===== src/rtl/lives_ctl.sv =====
// Lives / respawn controller: hit counting, frame-timed invulnerability blink, game over.
// Optional extra-life support is enabled by defining LIVES_CTL_EXTRA_LIFE_EN.
module lives_ctl #(
   parameter int LIVES         = 3,
   parameter int INVULN_FRAMES = 120,
   parameter int BLINK_FRAMES  = 8
) (
   input  logic       pclk,
   input  logic       rst,
   input  logic       vsync_in,
   input  logic       hit,
   input  logic       restart,
   input  logic       extra_life,
   output logic [3:0] dead_count,
   output logic       ship_visible,
   output logic       invuln,
   output logic       game_over,
   output logic       hit_ack
);

   localparam logic [3:0] LIVES_W = 4'(LIVES);
   localparam logic [9:0] FRM_TOP = 10'(INVULN_FRAMES - 1);
   localparam logic [5:0] BLK_TOP = 6'(BLINK_FRAMES - 1);

   typedef enum logic [1:0] {
      PLAY      = 2'd0,
      INVULN    = 2'd1,
      GAME_OVER = 2'd2
   } state_t;

   state_t     state;
   logic       vsync_d;
   logic [9:0] frame_cnt;
   logic [5:0] blink_cnt;
   logic       frame_tick;
   logic       el_req;
   logic [3:0] dead_inc;

   assign frame_tick = vsync_in & ~vsync_d;
   assign dead_inc   = dead_count + 4'd1;

`ifdef LIVES_CTL_EXTRA_LIFE_EN
   assign el_req = extra_life && (dead_count != 4'd0);
`else
   logic unused_extra_life;
   assign unused_extra_life = extra_life;
   assign el_req = 1'b0;
`endif

   always_ff @(posedge pclk) begin
      if (rst) begin
         state        <= PLAY;
         vsync_d      <= 1'b0;
         frame_cnt    <= '0;
         blink_cnt    <= '0;
         dead_count   <= '0;
         ship_visible <= 1'b1;
         invuln       <= 1'b0;
         game_over    <= 1'b0;
         hit_ack      <= 1'b0;
      end else begin
         vsync_d <= vsync_in;
         hit_ack <= 1'b0;
         if (restart) begin
            state        <= PLAY;
            frame_cnt    <= '0;
            blink_cnt    <= '0;
            dead_count   <= '0;
            ship_visible <= 1'b1;
            invuln       <= 1'b0;
            game_over    <= 1'b0;
         end else begin
            unique case (state)
               PLAY: begin
                  if (hit) begin
                     hit_ack    <= 1'b1;
                     dead_count <= dead_inc;
                     if (dead_inc == LIVES_W) begin
                        state        <= GAME_OVER;
                        game_over    <= 1'b1;
                        ship_visible <= 1'b0;
                        invuln       <= 1'b0;
                     end else begin
                        state        <= INVULN;
                        frame_cnt    <= FRM_TOP;
                        blink_cnt    <= BLK_TOP;
                        ship_visible <= 1'b0;
                        invuln       <= 1'b1;
                     end
                  end else if (el_req) begin
                     dead_count <= dead_count - 4'd1;
                  end
               end
               INVULN: begin
                  if (el_req)
                     dead_count <= dead_count - 4'd1;
                  if (frame_tick) begin
                     if (frame_cnt == 10'd0) begin
                        state        <= PLAY;
                        ship_visible <= 1'b1;
                        invuln       <= 1'b0;
                        blink_cnt    <= '0;
                     end else begin
                        frame_cnt <= frame_cnt - 10'd1;
                        if (blink_cnt == 6'd0) begin
                           ship_visible <= ~ship_visible;
                           blink_cnt    <= BLK_TOP;
                        end else begin
                           blink_cnt <= blink_cnt - 6'd1;
                        end
                     end
                  end
               end
               GAME_OVER: begin
                  dead_count   <= LIVES_W;
                  game_over    <= 1'b1;
                  ship_visible <= 1'b0;
                  invuln       <= 1'b0;
               end
               default: state <= PLAY;
            endcase
         end
      end
   end

endmodule


===== config.mk =====
export PLATFORM = sky130hd
export DESIGN_NAME = lives_ctl
export DESIGN_NICKNAME = d
export VERILOG_FILES = /design/src/rtl/lives_ctl.sv
export SDC_FILE = /design/constraint.sdc
export NUM_CORES = 1
export LEC_CHECK = 0
export CORE_ASPECT_RATIO = 2
export CORE_MARGIN = 5
export CORE_UTILIZATION = 25
export CTS_CLUSTER_DIAMETER = 40
export CTS_CLUSTER_SIZE = 8
export DETAILED_ROUTE_END_ITERATION = 8
export PLACE_DENSITY_LB_ADDON = 0.1
export SLEW_MARGIN = 20
export SYNTH_ARGS = -nofsm -noshare
export SYNTH_HDL_FRONTEND = slang
export SYNTH_SLANG_ARGS = --single-unit
export TNS_END_PERCENT = 50

===== constraint.sdc =====
create_clock -name pclk -period 1.96 [get_ports pclk]
set_input_delay 0.294 -clock pclk [delete_from_list [all_inputs] [get_ports pclk]]
set_output_delay 0.294 -clock pclk [all_outputs]
set_load 0.02 [all_outputs]

== Word level (Yosys, flattened, before mapping) ==
Index checks and enable logic that the tools add are counted.
W data, S select, Z words.
Word-level totals
  flip-flop bits (word level): 27
  output and inout bits: 8
  logic and storage cells: 74
Operators by class
  reductions and logical operators: 15
  muxes and demuxes: 32
  eq/ne operators: 10
  bitwise operators: 5
  add/subtract/negate cells: 3
Operators with widths (count)
  $mux W10: 4
  $mux W6: 5
  $pmux W10 S2: 1
  $reduce_and A4 Y1: 4
  $ne A2 B2 Y1 const B: 6
  $pmux W6 S2: 1
  $mux W1: 11
  $logic_not A10 Y1: 1
  $sub A10 B1 Y10 const B: 1
  $mux W2: 4
  $pmux W4 S2: 1
  $logic_not A6 Y1: 1
  $pmux W1 S3: 2
  $pmux W2 S3: 1
  $sub A6 B1 Y6 const B: 1
  $reduce_and A5 Y1: 1
  $add A4 B1 Y4 const B: 1
  $eq A4 B2 Y1 const B: 1
  $mux W4: 1
  $not A1 Y1: 4
  $reduce_bool A2 Y1: 2
  $ne A3 B3 Y1 const B: 1
  $reduce_and A3 Y1: 1
  $reduce_bool A3 Y1: 1
  other kinds (8): 8

== Depth between registers and ports, before layout ==
  depth after elaboration: 5
  depth in mapped cells: 9

== Worst setup path after synthesis ==
Ideal clock, no wire load.
  kind: flip-flop to flip-flop
  from: register frame_cnt[0]
  to: register blink_cnt[3]
  stages on the path, launching flop included: 10
  setup slack: -0.061 ns
  setup time: 0.133 ns
  buffers on the path: 2
  required time: 1.827 ns
  data arrival time: 1.888 ns
  cell sequence: dfxtp_1 inv_1 ha_1 or4b_1 buf_2 nor3_4 buf_6 and4b_4 o311ai_4 o211ai_1
On the way
  cells in the longest elaborated chain, start to end: 4
Ends and longest elaborated chain
  start: declaration: line 33  | logic [9:0] frame_cnt;
  start signal: assignment: line 104  | frame_cnt <= frame_cnt - 10'd1;
  $logic_not A10 Y1: line 98  | if (frame_cnt == 10'd0) begin
  $mux W6: line 98
  $mux W6: line 97  | if (frame_tick) begin
  $pmux W6 S2: line 73  | unique case (state)
  end signal: assignment: line 109  | blink_cnt <= blink_cnt - 6'd1;
  end: declaration: line 34  | logic [5:0] blink_cnt;
No other way between the ends. The select of a mux whose other input is x is not followed.
A chain may end at the register's enable or synchronous reset.

== Worst setup path in the final report ==
  from: register frame_cnt[0]
  to: register ship_visible
On the way
  cells in the longest elaborated chain, start to end: 4
Ends and longest elaborated chain
  $logic_not A10 Y1 (*): line 98
  $mux W1: line 98
  $mux W1: line 97
  $pmux W1 S3: line 73
  end signal: assignment: line 106  | ship_visible <= ~ship_visible;
  end: declaration: line 15  | output logic ship_visible,
Mark *: on every way between the ends. The rest lies on a longest branch, timed or not. The select of a mux whose other input is x is not followed.

==> summary.md <==
| Metric | Value |
|---|---|
| Fill count | approximately 740 |
| Max-slew violations | 0 |
| Fmax | 524 MHz |
| Status | finished, final reports clean |
| Via density | about 5.2 |
| Cells along the critical path | inv_2 -> ha_4 -> or4b_4 -> nor3_4 -> buf_4 -> buf_4 -> or3b_2 -> a21boi_1 -> o21ai_0 |
| Clk root buf | clkbuf_16 |
| Pre-antenna DRT Iters | 4 |
| Clk slew on worst S/H paths | approximately 0.070 ns |
| Ys flop type | dfxtp_1 |
| Top Ports | 14 |
| Most common cell after layout, fill and taps aside | buf_4 |
| Worst-skew pair later-pin latency | approximately 0.27 ns |
| Crit Path Category | flop to flop |
| Grt ovf | 0 |
| Worst-Margin Slew | roughly 0.36 ns |
| PD cells | about 750 nW/um^2 |
| VDD IR-drop max | roughly 0.27 mV |
| RSZ-0062 raised after global routing | true |
| Post-synth EDFFs | 0 |
| Seq/Total Area, Yosys | between 30% and 40% |
| Synth async-reset ratio | 0% |
| Comb pwr share | 36.4% |
| Fin Setup TNS | 0 ns |
| Clk buf depth | 2 |
| Worst setup margin | 0.0506 ns |
| Final hold vios | 0 |
| Largest net degree at the start of global routing | 25 |
| Die span in y | ~130 um |
| Syn_nets | approximately 220 |
| Warnings from Yosys | 0 |
| Crit share post-route | 97.4% |
| Antenna violation net count after detailed routing | 0 |
| Cell mode on critical path | buf_4 |
| Startpoint types | flop |
| PortBufs | 12 |
| Worst slack, placed | -0.0719 ns |
| Yosys reg bits | 27 |
| Die width | ~68 um |
| Global placement routability congestion | between 0.8 and 0.9 |
| Cts hold-fix bufs | 0 |
| Total Routed Length | between 5 and 6 mm |
| Clock sinks | 27 |
| Syn Area/Cell | ~8.5 um^2 |
| Post-Route Skew | between 0.002 and 0.0025 ns |
| Num CTS Buffers | 3 |
| Layout cells sized above 1 | 27.6% |
| Row cnt | 42 |
| Vias in the first global route | 1674 |
| Critical path's slowest cell | or3b_2 |
| Layout net count | approximately 260 |
| Commonest non-fill, non-tap cells in the layout | buf_4, dfxtp_1, nor2_1 |
| Global-route wire length before repair | 8.29 mm |
| Worst hold slack | 0.476 ns |
| Largest stage delay, worst path | ~0.45 ns |
| WP data arrival | around 2 ns |
| Setup crit end kind | flop |
| Max-slew headroom at the worst pin | about three quarters |
| Minimum clock period | roughly 1.9 ns |
| DP Cell Count | between 300 and 400 |
| H-tree levels | 1 |
| Syn-to-layout area delta | 34.7% |
| Power Internal | around 0.0012 W |
| Netlist cell types | 52 |
| Vias post-DR | roughly 1700 |
| DR iter-0 viols | 61 |
| Flop pwr share | between 30% and 40% |
| Antenna diodes | 0 |
| Max-cap check violation count | 0 |
| CTS tree | done |
| WP data required | roughly 2.1 ns |
| Core footprint | 6620 um^2 |
| Fin cells | ~330 |
| Initial antenna violation count | 0 |
| Routed WL per cell | roughly 16 um |
| Static Leak | 0.876 nW |
| DRC | 0 |
| Final setup viols | 0 |
| Total GRT Usage | between 10% and 20% |
| Sw Share | between 30% and 40% |
| Sw power | about 0.00056 W |
| Gate Count Post-Synth | 201 |
| CP Max Fanout | 4 |
| Die ar. | approximately 8700 um^2 |
| DP HPWL | about 4 mm |
| Hold/Removal Path Class | flop to flop |
| Cell Area, Synth | ~1700 um^2 |
| Starting Density | between 20% and 30% |
| Clock power share | between 20% and 30% |
==> registers in the layout (all words and copies together) (netlist names) <==
| name | count |
|---|---|
| frame_cnt | 10 |
| invuln | 1 |
| state | 2 |
| blink_cnt | 6 |
| vsync_d | 1 |
| hit_ack | 1 |
| ship_visible | 1 |
| dead_count | 4 |
| game_over | 1 |
==> cells in the mapped netlist (all sizes together), types with 5 or more instances <==
library cell	count	area share (%)
dfxtp	27	32
nor2	16	3.5
a21oi	15	4.4
inv	12	2.6
nand2	11	2.4
nand4	10	3.7
ha	9	6.6
nor3	9	3.6
clkbuf	7	1.5
a31oi	6	2.2
nand3	6	1.8
o21ai	6	1.8
buf	5	2.1
o31ai	5	3.0
o41ai	5	3.0
==> cell families (layout without fill, tap and decap cells) <==
group	Yosys count	in the layout	share of synthesized area [%]
and+or+nand+nor	79	79	27.4
AOI/OAI and AO/OA	62	62	28.0
DFF	27	27	31.7
buffers and inverters	24	66	6.30
adders and majority gates	9	9	6.60
==> routing by layer <==
metal  routed length, um  GRT usage, %  up-vias
li1                    -             -      851
met1                2000          12.3      826
met2                3040          24.6       24
met3                 101          1.50        8
met4                 142          5.74        0
met5                   0             0        -
==> through the flow <==
| stage | util [%] | total power, W | area (um^2) |
|---|---|---|---|
| 6_report | 34.7 | 0.00172 | 2300 |
| 5_1_grt | 34.7 | 0.00181 | 2300 |
| 3_3_place_gp | 32.4 | 0.00118 | 2150 |
| 2_1_floorplan | - | 0.000961 | 1720 |
| 4_1_cts | 34.1 | 0.00172 | 2250 |
| 3_5_place_dp | 32.4 | 0.00118 | 2150 |
==> critical path, delay by kind of cell (launching register included) <==
kind                       cells  cell delay (ns)
DFF                            1             0.34
and+or+nand+nor                3             0.73
adders and majority gates      1             0.14
buffers and inverters          3             0.33
AOI/OAI and AO/OA              2             0.24
==> cell type report <==
type	count	area (um^2)	area share, %
inverters	12	45.0	1.96
multi-input cells	150	1090	47.4
flip-flops and latches	27	544	23.7
repair buffers	50	429	18.7
clock buffers	3	75.1	3.27
clock inverters	1	5.00	0.218
well taps	88	110	4.79
==> power by group through the flow <==
| stage | registers [W] | clock network (W) | logic [W] |
|---|---|---|---|
| 5_1_grt | 0.000610 | 0.000528 | 0.000674 |
| 4_1_cts | 0.000605 | 0.000514 | 0.000599 |
| 2_1_floorplan | 0.000631 | 0 | 0.000329 |
| 3_5_place_dp | 0.000617 | 0 | 0.000565 |
| 6_report | 0.000605 | 0.000488 | 0.000625 |
| 3_3_place_gp | 0.000617 | 0 | 0.000565 |
==> what timing repair did <==
action,CTS,global route
pin swaps,5,3
gates resized for setup,4,8
buffers inserted,2,3
setup endpoints to repair,13,18
==> final timing paths <==
check / start / to / slack (ns) / depth (start not counted)
hold reg to reg: dead_count[0]$_SDFFE_PP0P_ / dead_count[0]$_SDFFE_PP0P_ / 0.48 / 1
hold / removal: dead_count[0]$_SDFFE_PP0P_ / dead_count[0]$_SDFFE_PP0P_ / 0.48 / 1
setup / recovery: frame_cnt[0]$_SDFFE_PP0P_ / ship_visible$_SDFFE_PP1P_ / 0.05 / 9
setup reg to reg: frame_cnt[0]$_SDFFE_PP0P_ / ship_visible$_SDFFE_PP1P_ / 0.05 / 9
Note: power is estimated with default switching activity, not from simulation.
